[config.mk]
export PLATFORM = sky130hd
export DESIGN_NAME = dm_port_arbiter
export DESIGN_NICKNAME = d
export VERILOG_FILES = /design/src/rtl/dm_port_arbiter.sv
export SDC_FILE = /design/constraint.sdc
export NUM_CORES = 1
export LEC_CHECK = 0
export CORE_MARGIN = 3
export CORE_UTILIZATION = 34
export CTS_BUF_LIST = sky130_fd_sc_hd__clkbuf_4
export DETAILED_ROUTE_END_ITERATION = 7
export HOLD_SLACK_MARGIN = 0.15
export PLACE_DENSITY = 0.89
export SKIP_CTS_REPAIR_TIMING = 1
export SKIP_LAST_GASP = 1
export SLEW_MARGIN = 30
export SYNTH_ARGS = -nofsm -noshare
export SYNTH_HDL_FRONTEND = slang
export SYNTH_SLANG_ARGS = --single-unit
[constraint.sdc]
create_clock -name clk -period 3.1 [get_ports clk]
set_input_delay 0.465 -clock clk [delete_from_list [all_inputs] [get_ports clk]]
set_output_delay 0.465 -clock clk [all_outputs]
set_load 0.01 [all_outputs]
[src/rtl/dm_port_arbiter.sv]
// dm_port_arbiter: CPU / DMA arbiter in front of one single-port data memory.
// Latency: grant and mem_* drive are combinational; read data returns 1 cycle after the grant.
// Backpressure: a denied CPU request raises stall_cpu; a denied DMA request is simply not granted (nothing is queued).
//
// Optional feature macro: DM_ARB_STARVE_GUARD_EN
//   defined   -> after STARVE_LIMIT consecutive denied DMA cycles the DMA port is forced
//                through for one cycle, overriding the CPU.
//   undefined -> strict CPU priority; DMA may wait indefinitely.
//
// Ports
//   clk, reset                      clock, asynchronous active-high reset
//   cpu_req/we/addr/wdata           CPU (pipeline MEM stage) request
//   cpu_gnt, stall_cpu              CPU accepted this cycle / pipeline must hold
//   cpu_rvalid, cpu_rdata           CPU read return (one cycle after a granted read)
//   dma_req/we/addr/wdata           loader/debug port request
//   dma_gnt, dma_rvalid, dma_rdata  loader/debug grant and read return
//   mem_en/we/addr/wdata, mem_rdata data memory interface
//   cpu_grant_cnt, dma_grant_cnt    free-running 16-bit grant counters
module dm_port_arbiter #(
  parameter int DATA_W       = 16,
  parameter int ADDR_W       = 16,
  parameter int STARVE_LIMIT = 4
) (
  input  logic              clk,
  input  logic              reset,
  // CPU port
  input  logic              cpu_req,
  input  logic              cpu_we,
  input  logic [ADDR_W-1:0] cpu_addr,
  input  logic [DATA_W-1:0] cpu_wdata,
  output logic              cpu_gnt,
  output logic              cpu_rvalid,
  output logic [DATA_W-1:0] cpu_rdata,
  output logic              stall_cpu,
  // DMA / loader port
  input  logic              dma_req,
  input  logic              dma_we,
  input  logic [ADDR_W-1:0] dma_addr,
  input  logic [DATA_W-1:0] dma_wdata,
  output logic              dma_gnt,
  output logic              dma_rvalid,
  output logic [DATA_W-1:0] dma_rdata,
  // Data memory
  output logic              mem_en,
  output logic              mem_we,
  output logic [ADDR_W-1:0] mem_addr,
  output logic [DATA_W-1:0] mem_wdata,
  input  logic [DATA_W-1:0] mem_rdata,
  // Performance counters
  output logic [15:0]       cpu_grant_cnt,
  output logic [15:0]       dma_grant_cnt
);

  // The starvation counter is 4 bits wide, so the limit must fit in 1..15.
  if (STARVE_LIMIT < 1 || STARVE_LIMIT > 15) begin : g_bad_starve_limit
    $error("dm_port_arbiter: STARVE_LIMIT must be in 1..15");
  end

  // ---------------------------------------------------------------------------
  // Arbitration
  // ---------------------------------------------------------------------------
  logic force_dma;
  logic cpu_gnt_w;
  logic dma_gnt_w;

  // Reset gates every combinational output so they drop the instant reset
  // rises, not at the next clock edge.
  assign cpu_gnt_w = ~reset & cpu_req & ~force_dma;
  assign dma_gnt_w = ~reset & dma_req & ~cpu_gnt_w;

  assign cpu_gnt   = cpu_gnt_w;
  assign dma_gnt   = dma_gnt_w;
  assign stall_cpu = ~reset & cpu_req & ~cpu_gnt_w;

`ifdef DM_ARB_STARVE_GUARD_EN
  // ---------------------------------------------------------------------------
  // Starvation guard: counts consecutive cycles in which DMA asked and lost.
  // Saturates at the limit; the limit value itself forces the next DMA grant,
  // and that grant clears the count so the CPU gets the following cycles.
  // ---------------------------------------------------------------------------
  localparam logic [3:0] STARVE_LIM4 = 4'(STARVE_LIMIT);

  logic [3:0] starve_cnt_q;
  logic [3:0] starve_cnt_d;

  always_comb begin
    starve_cnt_d = starve_cnt_q;
    if (!dma_req || dma_gnt_w) begin
      starve_cnt_d = 4'd0;
    end else if (starve_cnt_q < STARVE_LIM4) begin
      starve_cnt_d = starve_cnt_q + 4'd1;
    end
  end

  always_ff @(posedge clk or posedge reset) begin
    if (reset) begin
      starve_cnt_q <= 4'd0;
    end else begin
      starve_cnt_q <= starve_cnt_d;
    end
  end

  assign force_dma = dma_req & (starve_cnt_q == STARVE_LIM4);
`else
  // Strict CPU priority: the DMA port only wins on cycles the CPU is idle.
  assign force_dma = 1'b0;
`endif

  // ---------------------------------------------------------------------------
  // Memory request mux: the winner drives the memory; idle cycles drive zeros.
  // ---------------------------------------------------------------------------
  always_comb begin
    mem_en    = 1'b0;
    mem_we    = 1'b0;
    mem_addr  = '0;
    mem_wdata = '0;
    if (cpu_gnt_w) begin
      mem_en    = 1'b1;
      mem_we    = cpu_we;
      mem_addr  = cpu_addr;
      mem_wdata = cpu_wdata;
    end else if (dma_gnt_w) begin
      mem_en    = 1'b1;
      mem_we    = dma_we;
      mem_addr  = dma_addr;
      mem_wdata = dma_wdata;
    end
  end

  // ---------------------------------------------------------------------------
  // Read return routing. The memory answers exactly one cycle after an enabled
  // read, so a single pending bit per requester is enough to steer mem_rdata.
  // Only one port is granted per cycle, so at most one pending bit is set.
  // ---------------------------------------------------------------------------
  logic cpu_pend_q;
  logic cpu_pend_d;
  logic dma_pend_q;
  logic dma_pend_d;

  assign cpu_pend_d = cpu_gnt_w & ~cpu_we;
  assign dma_pend_d = dma_gnt_w & ~dma_we;

  // Async clear also drops a read granted just before reset, so it never
  // surfaces as an rvalid once reset is released.
  always_ff @(posedge clk or posedge reset) begin
    if (reset) begin
      cpu_pend_q <= 1'b0;
      dma_pend_q <= 1'b0;
    end else begin
      cpu_pend_q <= cpu_pend_d;
      dma_pend_q <= dma_pend_d;
    end
  end

  assign cpu_rvalid = cpu_pend_q;
  assign dma_rvalid = dma_pend_q;
  assign cpu_rdata  = cpu_pend_q ? mem_rdata : '0;
  assign dma_rdata  = dma_pend_q ? mem_rdata : '0;

  // ---------------------------------------------------------------------------
  // Grant counters, wrapping naturally at 16 bits.
  // ---------------------------------------------------------------------------
  logic [15:0] cpu_cnt_q;
  logic [15:0] cpu_cnt_d;
  logic [15:0] dma_cnt_q;
  logic [15:0] dma_cnt_d;

  assign cpu_cnt_d = cpu_cnt_q + {15'd0, cpu_gnt_w};
  assign dma_cnt_d = dma_cnt_q + {15'd0, dma_gnt_w};

  always_ff @(posedge clk or posedge reset) begin
    if (reset) begin
      cpu_cnt_q <= 16'd0;
      dma_cnt_q <= 16'd0;
    end else begin
      cpu_cnt_q <= cpu_cnt_d;
      dma_cnt_q <= dma_cnt_d;
    end
  end

  assign cpu_grant_cnt = cpu_cnt_q;
  assign dma_grant_cnt = dma_cnt_q;

  // ---------------------------------------------------------------------------
  // Invariants
  // ---------------------------------------------------------------------------
`ifndef SYNTHESIS
  a_one_grant : assert property (@(posedge clk) disable iff (reset)
    !(cpu_gnt_w && dma_gnt_w));
  a_one_rvalid : assert property (@(posedge clk) disable iff (reset)
    !(cpu_pend_q && dma_pend_q));
`endif

endmodule
# Word level (Yosys, flattened, before mapping)
# Index checks and enable logic that the tools add are counted.
[classes] add_sub_neg=2 bitwise=9 muxes=10
[ops] cell="16-bit two-way mux" count=6
[ops] cell="16-bit by 1-bit adder with 16-bit output" count=2
[ops] cell="1-bit bitwise AND" count=5
[ops] cell="1-bit two-way mux" count=4
[ops] cell="1-bit inverter" count=4
[word_totals] elab_cells=25 output_inout_bits=103 input_bits=86 register_bits=34

# Logic depth before layout (Yosys ltp)
[logic_depth] depth_word=6 ltp_mapped=8 mapped_depth_nobuf=6

# Worst setup path before layout
# OpenSTA, ideal clock, no wires.
[synth_timing] path_kind="input-to-reg" startpoint="input reset" endpoint="register dma_cnt_q[10] (netlist: dma_grant_cnt[10])" setup_time_ns=0.127 required_time_ns=2.973 path_buffers=1 stages=7 setup_slack_ns=0.769 arrival_time_ns=2.203 cell_sequence="nor3b_2 -> buf_2 -> ha_1 -> ha_1 -> and4_4 -> or3b_1 -> xnor2_1"
[synth_between] elab_chain_cells=5 word_cells_on_any_way=6 classes_between="add/sub: 1; bitwise: 5"
[synth_lines] item="from (decl)" line="25" text="input logic reset,"
[synth_lines] item="1-bit inverter (*)" line="68, 69"
[synth_lines] item="1-bit bitwise AND" line="68" text="assign cpu_gnt_w = ~reset & cpu_req & ~force_dma;"
[synth_lines] item="1-bit inverter" line="69" text="assign dma_gnt_w = ~reset & dma_req & ~cpu_gnt_w;"
[synth_lines] item="1-bit bitwise AND (*)" line="69"
[synth_lines] item="named net dma_gnt" line="40" text="output logic dma_gnt,"
[synth_lines] item="16-bit by 1-bit adder with 16-bit output (*)" line="169" text="assign dma_cnt_d = dma_cnt_q + {15'd0, dma_gnt_w};"
[synth_lines] item="named net dma_cnt_d[10]" line="166" text="logic [15:0] dma_cnt_d;"
[synth_lines] item="to (signal assigned)" line="177" text="dma_cnt_q <= dma_cnt_d;"
[synth_lines] item="to (decl)" line="165" text="logic [15:0] dma_cnt_q;"
# The timed path passes the listed nets; every way through them passes the cells marked *.

# Worst setup path after layout
[layout_timing] startpoint="input reset" endpoint="output mem_wdata[12]"
[layout_between] elab_chain_cells=6 word_cells_on_any_way=7 classes_between="mux: 2; bitwise: 5"
[layout_lines] item="1-bit inverter (*)" line="68, 69"
[layout_lines] item="1-bit bitwise AND" line="68"
[layout_lines] item="1-bit inverter" line="69"
[layout_lines] item="1-bit bitwise AND" line="69"
[layout_lines] item="16-bit two-way mux" line="122" text="end else if (dma_gnt_w) begin"
[layout_lines] item="16-bit two-way mux (*)" line="117" text="if (cpu_gnt_w) begin"
[layout_lines] item="to (decl)" line="47" text="output logic [DATA_W-1:0] mem_wdata,"
# Every way passes the cells marked *; elsewhere a longest branch is shown, timed or not.

==> flow_summary_export.csv <==
group,metric,value,unit
run_status,outcome,"finished clean",
global_routing,grt_max_degree,37,
detailed_routing,wl,7530,um
detailed_routing,drcViolationCount,0,
logic_synthesis,yosysWarnings,0,
power_and_ir_drop,clkPwrFrac,0.173,
power_and_ir_drop,powerDensity,335,mW/mm2
power_and_ir_drop,intPower,0.000931,W
timing,finalCriticalPeriod,2.79,ns
power_and_ir_drop,pwr-share-comb,0.379,
global_routing,antenna_found_initial,0,
power_and_ir_drop,leakagePower,1.70,nW
floorplan,die_height,83.0,um
cells_and_area,post_route_cells_drive_above_1_share,0.0360,
timing,hold_viol,0,
detailed_routing,drt_iter0_drc,98,
timing,fin_skew,0.00679,ns
timing,rsz0062_at_grt,"no",
detailed_routing,via_per_inst,4.95,
place,hpwlAfterDp,6330,um
power_and_ir_drop,sw_frac_of_total,0.310,
logic_synthesis,synth_simple_gate_area_frac,0.245,
clock_network,numCtsBuffers,5,
floorplan,top_level_ports,189,
logic_synthesis,syn_area,0.00202,mm2
logic_synthesis,synth_xor_area_frac,0.122,
power_and_ir_drop,power_switching,0.000419,W
logic_synthesis,synth_compound_area_frac,0.143,
logic_synthesis,synthMuxAreaShare,0,
critical_path,worstPathMaxFanout,29,
cells_and_area,synthToLayoutAreaGrowth,100,%
logic_synthesis,synth_top_family_by_area,"simple AND/OR/NAND/NOR gates",
timing,timing.fmax,358,MHz
cells_and_area,final_common_cell,"clkdlybuf4s50_1",
run,maxCapViolCount,0,
floorplan,start_util,0.359,
place,io_buffers,187,
global_routing,grtUsageTotal,0.215,
clock_network,clock_sinks,34,
critical_path,worst_ep_arrival_time,2.32,ns
critical_path,crit_type,"input port to output port",
timing,period_share,0.900,
logic_synthesis,synthAdderAreaFrac,0.0310,
power_and_ir_drop,vdd_ir_drop_max,0.000233,V
cells_and_area,fillers,454,
detailed_routing,drtPass1Iterations,4,
min_path,hold_class,"flop to flop",
detailed_routing,ant_nets,0,
cells_and_area,final_cells,461,
logic_synthesis,ys_types,24,
floorplan,rows,27,
cells_and_area,n_antenna_cell,0,
detailed_routing,num_vias,2283,
logic_synthesis,avgSynthCellArea,10.1,um2
clock_network,insertion_delay,0.34,ns
timing,setup_viol,0,
logic_synthesis,syn_nets,291,
place,place_inst,453,
place,gp_congestion,0.819,
global_routing,grt_pass1_wl,12000,um
timing,tns,0,ns
critical_path,worstSetupStartpointType,"input port",
logic_synthesis,synth-seq-cells,34,
timing,slew_violations,0,
clock_network,cts_tree,"yes",
clock_network,cts_max_level,2,
critical_path,cp-end-kind,"output port",
clock_network,cts_max_path_buffers,2,
cells_and_area,layout_common_cells,"187 x clkdlybuf4s50_1, 34 x dfrtp_1, 33 x a22o_1",
clock_network,clk_root_buffer_cell,"clkbuf_4",
global_routing,grt_pass1_vias,2427,
cells_and_area,nets,479,
floorplan,die_area,0.00689,mm2
clock_network,clk_pin_slew,0.10,ns
global_routing,grt-ovfl-total,0,
logic_synthesis,synth_cells,200,
critical_path,required,2.63,ns
power_and_ir_drop,seq_power_share,0.448,
logic_synthesis,seq_area_frac_synth,0.422,
detailed_routing,wl_per_cell,16.3,um
floorplan,die_w,83.0,um
floorplan,core_area,0.00561,mm2
[kinds of logic (layout without fill, tap and decap cells)]
logic type,count (synthesis),in the layout
AND/OR/NAND/NOR,83,83
flip-flops,34,34
AO/OA/AOI/OAI,33,33
XOR/XNOR,28,28
buffers and inverters,16,205
adder cells (fa/ha/maj),5,5
other,1,1
[synthesized netlist by cell type (all sizes together)]
master | n | share of area
and2 | 32 | 0.099
and4 | 2 | 0.0099
nand2 | 5 | 0.0093
nor4b | 1 | 0.0043
nor4 | 6 | 0.019
conb | 1 | 0.0019
or3b | 1 | 0.0043
inv | 6 | 0.011
nor3b | 2 | 0.0099
ha | 5 | 0.031
nand3 | 9 | 0.022
nor2 | 6 | 0.011
dfrtp | 34 | 0.42
xor2 | 15 | 0.065
nand4 | 11 | 0.034
xnor2 | 13 | 0.056
buf | 6 | 0.016
nor3 | 5 | 0.012
nor2b | 3 | 0.0093
a22o | 33 | 0.14
clkbuf | 4 | 0.0074
[final timing paths]
path,from,endpoint,slack (ns),cells past startpoint
max in group asynchronous,reset,dma_grant_cnt[13]$_DFF_PP0_,2.12,3
min in group asynchronous,reset,cpu_grant_cnt[3]$_DFF_PP0_,0.69,3
min,dma_grant_cnt[15]$_DFF_PP0_,dma_grant_cnt[15]$_DFF_PP0_,0.47,1
max,reset,mem_wdata[12],0.31,5
min reg2reg,dma_grant_cnt[15]$_DFF_PP0_,dma_grant_cnt[15]$_DFF_PP0_,0.47,1
max reg2reg,dma_grant_cnt[0]$_DFF_PP0_,dma_grant_cnt[10]$_DFF_PP0_,1.44,5
[power groups by stage]
stage / logic (W) / registers (W) / clock network (W)
6_report: 0.000512 / 0.000604 / 0.000234
4_1_cts: 0.000520 / 0.000604 / 0.000242
3_3_place_gp: 0.000506 / 0.000609 / 0
5_1_grt: 0.000545 / 0.000619 / 0.000265
2_1_floorplan: 0.000131 / 0.000628 / 0
3_5_place_dp: 0.000518 / 0.000614 / 0
[state kept, by name, indices dropped and copies added, names as in the netlist]
register       count
cpu_grant_cnt     16
cpu_rvalid         1
dma_grant_cnt     16
dma_rvalid         1
[critical path: stages]
cell and delay (ns):
clkdlybuf4s50_1 0.51, nor3b_4 0.25, buf_4 0.33, a22o_1 0.20
clkdlybuf4s50_1 0.56
[cell type report]
cell class                 instances  area, um2  area share
multi-input combinational        150       1100       0.273
clock inverter                     2       8.76     0.00217
sequential                        34        851       0.211
tap                               72       90.1      0.0223
inverter                           6       22.5     0.00558
clock buffer                       6       45.0      0.0112
timing repair buffer             191       1910       0.474
[layer usage]
layer | vias up | share of wire | track usage
li1 | 1098 | - | -
met1 | 1076 | 0.37 | 0.229
met2 | 100 | 0.55 | 0.411
met3 | 9 | 0.063 | 0.0595
met4 | 0 | 0.015 | 0.0565
met5 | - | 0 | 0
[per-stage QoR]
| stage | power (W) | hold WS, ns | instance area, um2 | worst slack, ns | utilization |
|---|---|---|---|---|---|
| after CTS | 0.00137 | 0.482 | 4040 | 0.303 | 0.720 |
| after global routing | 0.00143 | 0.504 | 4040 | 0.234 | 0.720 |
| after floorplan | 0.000758 | 0.504 | 2020 | 0.769 | - |
| after detailed placement | 0.00113 | 0.465 | 3980 | 0.309 | 0.710 |
| final | 0.00135 | 0.473 | 4040 | 0.310 | 0.720 |
| after global placement | 0.00111 | 0.457 | 3980 | 0.352 | 0.710 |
No activity file was read; power rests on OpenSTA's default activity.
